$ cat src/rtl/snake_pkg.sv
// Shared definitions for the snake game controller: IR key codes, FSM states, screen codes.
// Latency: n/a (constants, types and an elaboration-time helper only).
// Backpressure: n/a.
package snake_pkg;

  // NEC words as delivered by irReceiver for the remote keys in use.
  localparam logic [31:0] KEY_UP    = 32'h00FF18E7;
  localparam logic [31:0] KEY_DOWN  = 32'h00FF4AB5;
  localparam logic [31:0] KEY_LEFT  = 32'h00FF10EF;
  localparam logic [31:0] KEY_RIGHT = 32'h00FF5AA5;
  localparam logic [31:0] KEY_ENTER = 32'h00FF38C7;
  localparam logic [31:0] KEY_MENU  = 32'h00FFA25D;
  localparam logic [31:0] KEY_ONE   = 32'h00FF8877;
  localparam logic [31:0] KEY_TWO   = 32'h00FF48B7;
  localparam logic [31:0] KEY_THREE = 32'h00FFC837;
  localparam logic [31:0] KEY_FOUR  = 32'h00FF28D7;
  localparam logic [31:0] KEY_FIVE  = 32'h00FFA857;
  localparam logic [31:0] KEY_SIX   = 32'h00FF6897;

  // Controller states.
  typedef enum logic [1:0] {
    ST_START = 2'd0,
    ST_PLAY  = 2'd1,
    ST_PAUSE = 2'd2,
    ST_END   = 2'd3
  } state_e;

  // screen_sel encoding.
  localparam logic [1:0] SCR_START = 2'd0;
  localparam logic [1:0] SCR_GAME  = 2'd1;
  localparam logic [1:0] SCR_END   = 2'd2;

  localparam logic [2:0] DIFF_RESET = 3'd4;

  // Tick period in clock cycles for a given level; evaluated at elaboration only.
  function automatic int unsigned tick_period(input int unsigned clk_freq,
                                              input int unsigned step,
                                              input int unsigned level);
    return clk_freq / (step * level);
  endfunction

endpackage

$ cat src/rtl/tick_gen.sv
// Snake step tick generator: counts PLAY cycles and pulses once per period of the current level.
// Latency: tick_o is registered, high the cycle after the counter sat at its last value.
// Backpressure: none; hold_i freezes the count, clr_i zeroes it, kill_i suppresses a pending tick.
//
// Ports:
//   clk_i, rst_ni  clock, asynchronous active-low reset
//   en_i           count this cycle (controller in PLAY)
//   hold_i         keep the current count (controller in PAUSE)
//   clr_i          zero the count (controller in START or END)
//   kill_i         controller leaves PLAY at this edge: no tick may follow
//   level_i        difficulty 1..6, selects the period
//   tick_o         one-cycle step pulse
module tick_gen
  import snake_pkg::*;
#(
  parameter int unsigned CLK_FREQ  = 50_000_000,
  parameter int unsigned TICK_STEP = 2
) (
  input  logic       clk_i,
  input  logic       rst_ni,
  input  logic       en_i,
  input  logic       hold_i,
  input  logic       clr_i,
  input  logic       kill_i,
  input  logic [2:0] level_i,
  output logic       tick_o
);

  localparam int unsigned P1    = tick_period(CLK_FREQ, TICK_STEP, 1);
  localparam int unsigned CNT_W = (P1 > 1) ? $clog2(P1) : 1;

  // Last counter value for each level (period minus one).
  localparam logic [CNT_W-1:0] PER_M1 [1:6] = '{
    CNT_W'(tick_period(CLK_FREQ, TICK_STEP, 1) - 1),
    CNT_W'(tick_period(CLK_FREQ, TICK_STEP, 2) - 1),
    CNT_W'(tick_period(CLK_FREQ, TICK_STEP, 3) - 1),
    CNT_W'(tick_period(CLK_FREQ, TICK_STEP, 4) - 1),
    CNT_W'(tick_period(CLK_FREQ, TICK_STEP, 5) - 1),
    CNT_W'(tick_period(CLK_FREQ, TICK_STEP, 6) - 1)
  };

  logic [CNT_W-1:0] cnt_q, cnt_d;
  logic [CNT_W-1:0] last_cnt;
  logic             tick_q, tick_d;
  logic             wrap;

  always_comb begin
    last_cnt = PER_M1[4];
    case (level_i)
      3'd1:    last_cnt = PER_M1[1];
      3'd2:    last_cnt = PER_M1[2];
      3'd3:    last_cnt = PER_M1[3];
      3'd4:    last_cnt = PER_M1[4];
      3'd5:    last_cnt = PER_M1[5];
      3'd6:    last_cnt = PER_M1[6];
      default: last_cnt = PER_M1[4];
    endcase
  end

  assign wrap = (cnt_q == last_cnt);

  // The counter still advances (and may wrap) in the cycle that leaves PLAY;
  // only the tick for that wrap is dropped.
  always_comb begin
    cnt_d  = cnt_q;
    tick_d = 1'b0;
    if (clr_i) begin
      cnt_d = '0;
    end else if (hold_i) begin
      cnt_d = cnt_q;
    end else if (en_i) begin
      cnt_d  = wrap ? '0 : cnt_q + CNT_W'(1);
      tick_d = wrap && !kill_i;
    end
  end

  always_ff @(posedge clk_i or negedge rst_ni) begin
    if (!rst_ni) begin
      cnt_q  <= '0;
      tick_q <= 1'b0;
    end else begin
      cnt_q  <= cnt_d;
      tick_q <= tick_d;
    end
  end

  assign tick_o = tick_q;

endmodule

$ cat src/rtl/game_ctrl.sv
// Snake game controller: IR-key driven START/PLAY/PAUSE/END screens, difficulty and step ticks.
// Latency: every output is registered and reflects the command sampled at the previous edge.
// Backpressure: none; a command exists only in a cycle with ir_valid=1 and is never queued.
//
// Ports:
//   clk, reset_n   clock, asynchronous active-low reset
//   ir_word        last decoded NEC word, ir_valid one-cycle strobe for a new word
//   game_over      collision level from snakegame
//   game_enable    high in PLAY and PAUSE
//   game_tick      one-cycle snake step pulse (PLAY only)
//   game_restart   one-cycle pulse in the first PLAY cycle after START
//   difficulty     level 1..6
//   screen_sel     0 start grid, 1 game grid, 2 end grid
module game_ctrl
  import snake_pkg::*;
#(
  parameter int unsigned CLK_FREQ  = 50_000_000,
  parameter int unsigned TICK_STEP = 2
) (
  input  logic        clk,
  input  logic        reset_n,
  input  logic [31:0] ir_word,
  input  logic        ir_valid,
  input  logic        game_over,
  output logic        game_enable,
  output logic        game_tick,
  output logic        game_restart,
  output logic [2:0]  difficulty,
  output logic [1:0]  screen_sel
);

  state_e      state_q, state_d;
  logic [2:0]  diff_q, diff_d;
  logic        enable_q, enable_d;
  logic        restart_q, restart_d;
  logic [1:0]  screen_q, screen_d;

  logic        key_enter, key_menu, key_lvl;
  logic [2:0]  lvl;

  // Key decode. ONE is recognised on its low half only; remotes differ in the
  // upper address bytes for that key.
  always_comb begin
    key_enter = ir_valid && (ir_word == KEY_ENTER);
    key_menu  = ir_valid && (ir_word == KEY_MENU);
    key_lvl   = 1'b0;
    lvl       = diff_q;
    if (ir_valid) begin
      if (ir_word[15:0] == KEY_ONE[15:0]) begin
        key_lvl = 1'b1;
        lvl     = 3'd1;
      end else if (ir_word == KEY_TWO) begin
        key_lvl = 1'b1;
        lvl     = 3'd2;
      end else if (ir_word == KEY_THREE) begin
        key_lvl = 1'b1;
        lvl     = 3'd3;
      end else if (ir_word == KEY_FOUR) begin
        key_lvl = 1'b1;
        lvl     = 3'd4;
      end else if (ir_word == KEY_FIVE) begin
        key_lvl = 1'b1;
        lvl     = 3'd5;
      end else if (ir_word == KEY_SIX) begin
        key_lvl = 1'b1;
        lvl     = 3'd6;
      end
    end
  end

  always_comb begin
    state_d = state_q;
    diff_d  = diff_q;
    case (state_q)
      ST_START: begin
        if (key_enter)    state_d = ST_PLAY;
        else if (key_lvl) diff_d  = lvl;
      end
      ST_PLAY: begin
        // Collision wins over a simultaneous pause request.
        if (game_over)      state_d = ST_END;
        else if (key_enter) state_d = ST_PAUSE;
      end
      ST_PAUSE: begin
        if (key_enter)     state_d = ST_PLAY;
        else if (key_menu) state_d = ST_START;
      end
      ST_END: begin
        if (key_menu) state_d = ST_START;
      end
      default: state_d = ST_START;
    endcase

    enable_d  = (state_d == ST_PLAY) || (state_d == ST_PAUSE);
    // Only a fresh game restarts snakegame; resuming from PAUSE does not.
    restart_d = (state_q == ST_START) && (state_d == ST_PLAY);

    case (state_d)
      ST_START: screen_d = SCR_START;
      ST_END:   screen_d = SCR_END;
      default:  screen_d = SCR_GAME;
    endcase
  end

  always_ff @(posedge clk or negedge reset_n) begin
    if (!reset_n) begin
      state_q   <= ST_START;
      diff_q    <= DIFF_RESET;
      enable_q  <= 1'b0;
      restart_q <= 1'b0;
      screen_q  <= SCR_START;
    end else begin
      state_q   <= state_d;
      diff_q    <= diff_d;
      enable_q  <= enable_d;
      restart_q <= restart_d;
      screen_q  <= screen_d;
    end
  end

  logic tg_en, tg_hold, tg_clr, tg_kill;

  assign tg_en   = (state_q == ST_PLAY);
  assign tg_hold = (state_q == ST_PAUSE);
  assign tg_clr  = (state_q == ST_START) || (state_q == ST_END);
  assign tg_kill = (state_d != ST_PLAY);

  tick_gen #(
    .CLK_FREQ  (CLK_FREQ),
    .TICK_STEP (TICK_STEP)
  ) u_tick_gen (
    .clk_i   (clk),
    .rst_ni  (reset_n),
    .en_i    (tg_en),
    .hold_i  (tg_hold),
    .clr_i   (tg_clr),
    .kill_i  (tg_kill),
    .level_i (diff_q),
    .tick_o  (game_tick)
  );

  assign game_enable  = enable_q;
  assign game_restart = restart_q;
  assign difficulty   = diff_q;
  assign screen_sel   = screen_q;

endmodule

$ cat config.mk
export PLATFORM = sky130hd
export DESIGN_NAME = game_ctrl
export DESIGN_NICKNAME = d
export VERILOG_FILES = /design/src/rtl/snake_pkg.sv /design/src/rtl/tick_gen.sv /design/src/rtl/game_ctrl.sv
export SDC_FILE = /design/constraint.sdc
export NUM_CORES = 1
export LEC_CHECK = 0
export ABC_AREA = 1
export CAP_MARGIN = 0
export CORE_MARGIN = 4
export CORE_UTILIZATION = 55
export DETAILED_ROUTE_END_ITERATION = 8
export PLACE_DENSITY = 0.81
export RECOVER_POWER = 100
export SLEW_MARGIN = 10
export SYNTH_ARGS = -nofsm -noshare
export SYNTH_HDL_FRONTEND = slang
export SYNTH_SLANG_ARGS = --single-unit
$ cat constraint.sdc
create_clock -name clk -period 2.5 [get_ports clk]
set_input_delay 0.5 -clock clk [delete_from_list [all_inputs] [get_ports clk]]
set_output_delay 0.5 -clock clk [all_outputs]
set_load 0.02 [all_outputs]
==> flow_summary.ini, run 1 <==
[global_routing]
groute.layer.met1.usage_pct = 32.6
grt_pass1_wl_um = 13700
met3_usage_pct = 3.95
grt_use_total_pct = 26.1
grtUsageMet2_pct = 46.7
antenna_found_initial = 0
grt_start_max_net_pins = 35
grt_pass1_vias = 3261
grt-ovfl-total = 0
busiest_layer = met2

[drt]
initialDrtViolationCount = 325
wl_per_cell_um = 12.1
dr.pass1.iters = 5
vias = 3361
ant_nets = 0
vias_per_cell = 5.20
drc = 0
wirelength_um = 7850

[critical_path]
crit_arrival_ns = 2.41
crit_path_max_fanout = 8
startpoint = u_tick_gen.cnt_q[1]$_DFFE_PN0P_
cp_data_required_time_ns = 2.68
worstReg2RegStart = u_tick_gen.cnt_q[1]$_DFFE_PN0P_
reg2reg_slack_ns = 0.28
rr_endpoint = u_tick_gen.cnt_q[24]$_DFFE_PN0P_
endpoint_kind = flop
critPathLaunchType = flop
r2r_cells = 12
crit_type = flop to flop
endpoint = u_tick_gen.cnt_q[24]$_DFFE_PN0P_

[min_path]
worstHoldPathType = flop to flop

[place]
globalplace.congestion = 0.905
place_ws_ns = 0.0396
dp_cells = 638
io_buffers = 43
hpwlAfterDp_um = 6070

[die]
num_rows = 26
start_util_pct = 57.4
die_h_um = 81.5
ios = 44
core_region_area_um2 = 5170
die_area_um2 = 6640
dieWidth_um = 81.5

[synth]
avgSynthCellArea_um2 = 5.63
yosys_register_bits = 34
async_flop_share_pct = 100
syn_nets = 572
synth_edf_count = 0
seq_area_frac_synth_pct = 28.7
ys_warn_count = 0
ys_types = 25
synth_area_um2 = 2970
synth-main-ff-cell = dfrtp_1
synthCells = 528

[sta]
setup_viol = 0
setup_ws_ns = 0.276
setup_tns_ns = 0
rsz0062_at_grt = no
layout_min_cycle_time_ns = 2.22
slew_violations = 0
holdWs_ns = 0.523
clock.fmax_mhz = 450
hold_violations = 0
slew_headroom_pct = 41.3
worstMarginPinSlew_ns = 0.880
skew_ns = 0.0116
fin_crit_sh_pct = 89.0

[finish]
layout-drive-gt1-share_pct = 2.95
regArea_um2 = 852
fillers = 487
fin_cells = 646
diodes = 0
syn2layout_area_growth_pct = 21.9
final_nets = 619
multi_input_area_um2 = 1810

[job]
max-cap-violations = 0

[power]
ir_drop_mv = 0.247
power_density_nw_per_um2 = 353
leakage_nw = 1.82
finalPower_w = 0.00128

[cts]
cts_max_level = 2
cts_sinks = 34
cts_hold_buf = 0
clockRootBuffer = clkbuf_8
path_clk_slew_ns = 0.08
cts_tree = yes
post-cts-setup-buffer-count = 0
numCtsBuffers = 5
clk_latency_ns = 0.29
ctsResizeCount = 0
clock_path_buffers = 2

[run_status]
status = finished clean
metal layers:
metal / vias up / share of wire (%) / routed length (um)
li1: 1733 / - / -
met1: 1518 / 45 / 3500
met2: 100 / 49 / 3820
met3: 10 / 5.7 / 445
met4: 0 / 0.96 / 75
met5: - / 0 / 0
area by class of cell:
class | count | share of cell area [%]
Multi-Input combinational cell | 414 | 49.9
Sequential cell | 34 | 23.5
Timing Repair Buffer | 51 | 13.2
Inverter | 69 | 7.15
Tap cell | 70 | 2.42
Clock buffer | 5 | 1.90
Clock inverter | 3 | 1.90
cell usage after synthesis (all sizes together) (4+ instances only):
| master | count | area, um^2 |
|---|---|---|
| clkbuf | 5 | 18.8 |
| buf | 6 | 32.5 |
| nand2 | 224 | 841 |
| o21a | 4 | 30.0 |
| nor2 | 78 | 298 |
| a21oi | 19 | 95.1 |
| nand3 | 35 | 180 |
| ha | 8 | 100 |
| dfrtp | 33 | 826 |
| nor3 | 7 | 35.0 |
| nand4 | 7 | 43.8 |
| o21ai | 21 | 105 |
| inv | 69 | 259 |
worst max-delay path, stage by stage, from the launching register on:
cell and delay (ns):
dfrtp_1 0.44, ha_1 0.24, nand3_1 0.18, nor2_2 0.30, nand2_1 0.08, nor2_1 0.25
nand2_1 0.12, nor2_1 0.20, nand2_1 0.08, nand2_1 0.07, nor2_1 0.05, nand2_1 0.05
nand2_1 0.06
flip-flops by register name (all words and copies together) (netlist names):
signal,count
game_enable,1
difficulty,3
screen_sel,1
game_restart,1
u_tick_gen.cnt_q,25
state_q,2
u_tick_gen.tick_o,1
where the power goes:
group          total [W]  internal (W)  switching, W
registers       0.000550      0.000549  0.0000000399
clock network   0.000625      0.000400      0.000225
logic           0.000106     0.0000592     0.0000467
cell usage in the layout (no fill, tap or decap), drive strengths merged:
cell / synthesis / layout
nand2: 224 / 224
nor2: 78 / 78
inv: 69 / 69
nand3: 35 / 35
dfrtp: 33 / 33
clkdlybuf4s50: 0 / 32
o21ai: 21 / 21
a21oi: 19 / 19
dlygate4sd3: 0 / 11
clkbuf: 5 / 9
ha: 8 / 8
nand4: 7 / 7
nor3: 7 / 7
o21a: 4 / 4
buf: 6 / 4
nand3b: 2 / 2
o211ai: 2 / 2
xor2: 2 / 2
a31oi: 2 / 2
bufinv: 0 / 2
nor2b: 1 / 1
and3: 1 / 1
a211oi: 1 / 1
clkinv: 0 / 1
dfstp: 1 / 1
how the worst min path moves through the flow:
stage	to	start	cells after the start
5_1_grt	u_tick_gen.cnt_q[3]$_DFFE_PN0P_	u_tick_gen.cnt_q[3]$_DFFE_PN0P_	2
3_3_place_gp	u_tick_gen.cnt_q[3]$_DFFE_PN0P_	u_tick_gen.cnt_q[3]$_DFFE_PN0P_	2
4_1_cts	u_tick_gen.cnt_q[3]$_DFFE_PN0P_	u_tick_gen.cnt_q[3]$_DFFE_PN0P_	2
6_report	u_tick_gen.cnt_q[3]$_DFFE_PN0P_	u_tick_gen.cnt_q[3]$_DFFE_PN0P_	2
3_5_place_dp	u_tick_gen.cnt_q[3]$_DFFE_PN0P_	u_tick_gen.cnt_q[3]$_DFFE_PN0P_	2
2_1_floorplan	difficulty[0]$_DFFE_PN0P_	reset_n	0
stage by stage:
step	util, %	cell area (um^2)
floorplan	-	2970
global placement	67.6	3500
detailed placement	67.6	3500
CTS	70.3	3630
global route	70.0	3620
finish	70.0	3620
logic make-up (layout without fill, tap and decap cells):
group,count (synthesis),count (layout),synth area share (%)
compound gates,49,49,8.93
xor+xnor,2,2,0.590
fa+ha+maj,8,8,3.37
buf+inv,80,128,10.4
flops,34,34,28.7
simple gates,355,355,48.0
(Power assumes the default switching activity.)
==> inputs of run 2 (changes only) <==
GPL_ROUTABILITY_DRIVEN = 0   (was unset)
==> results of run 2 <==
No change in the layout: final DEF, timing and power equal those of run 1.
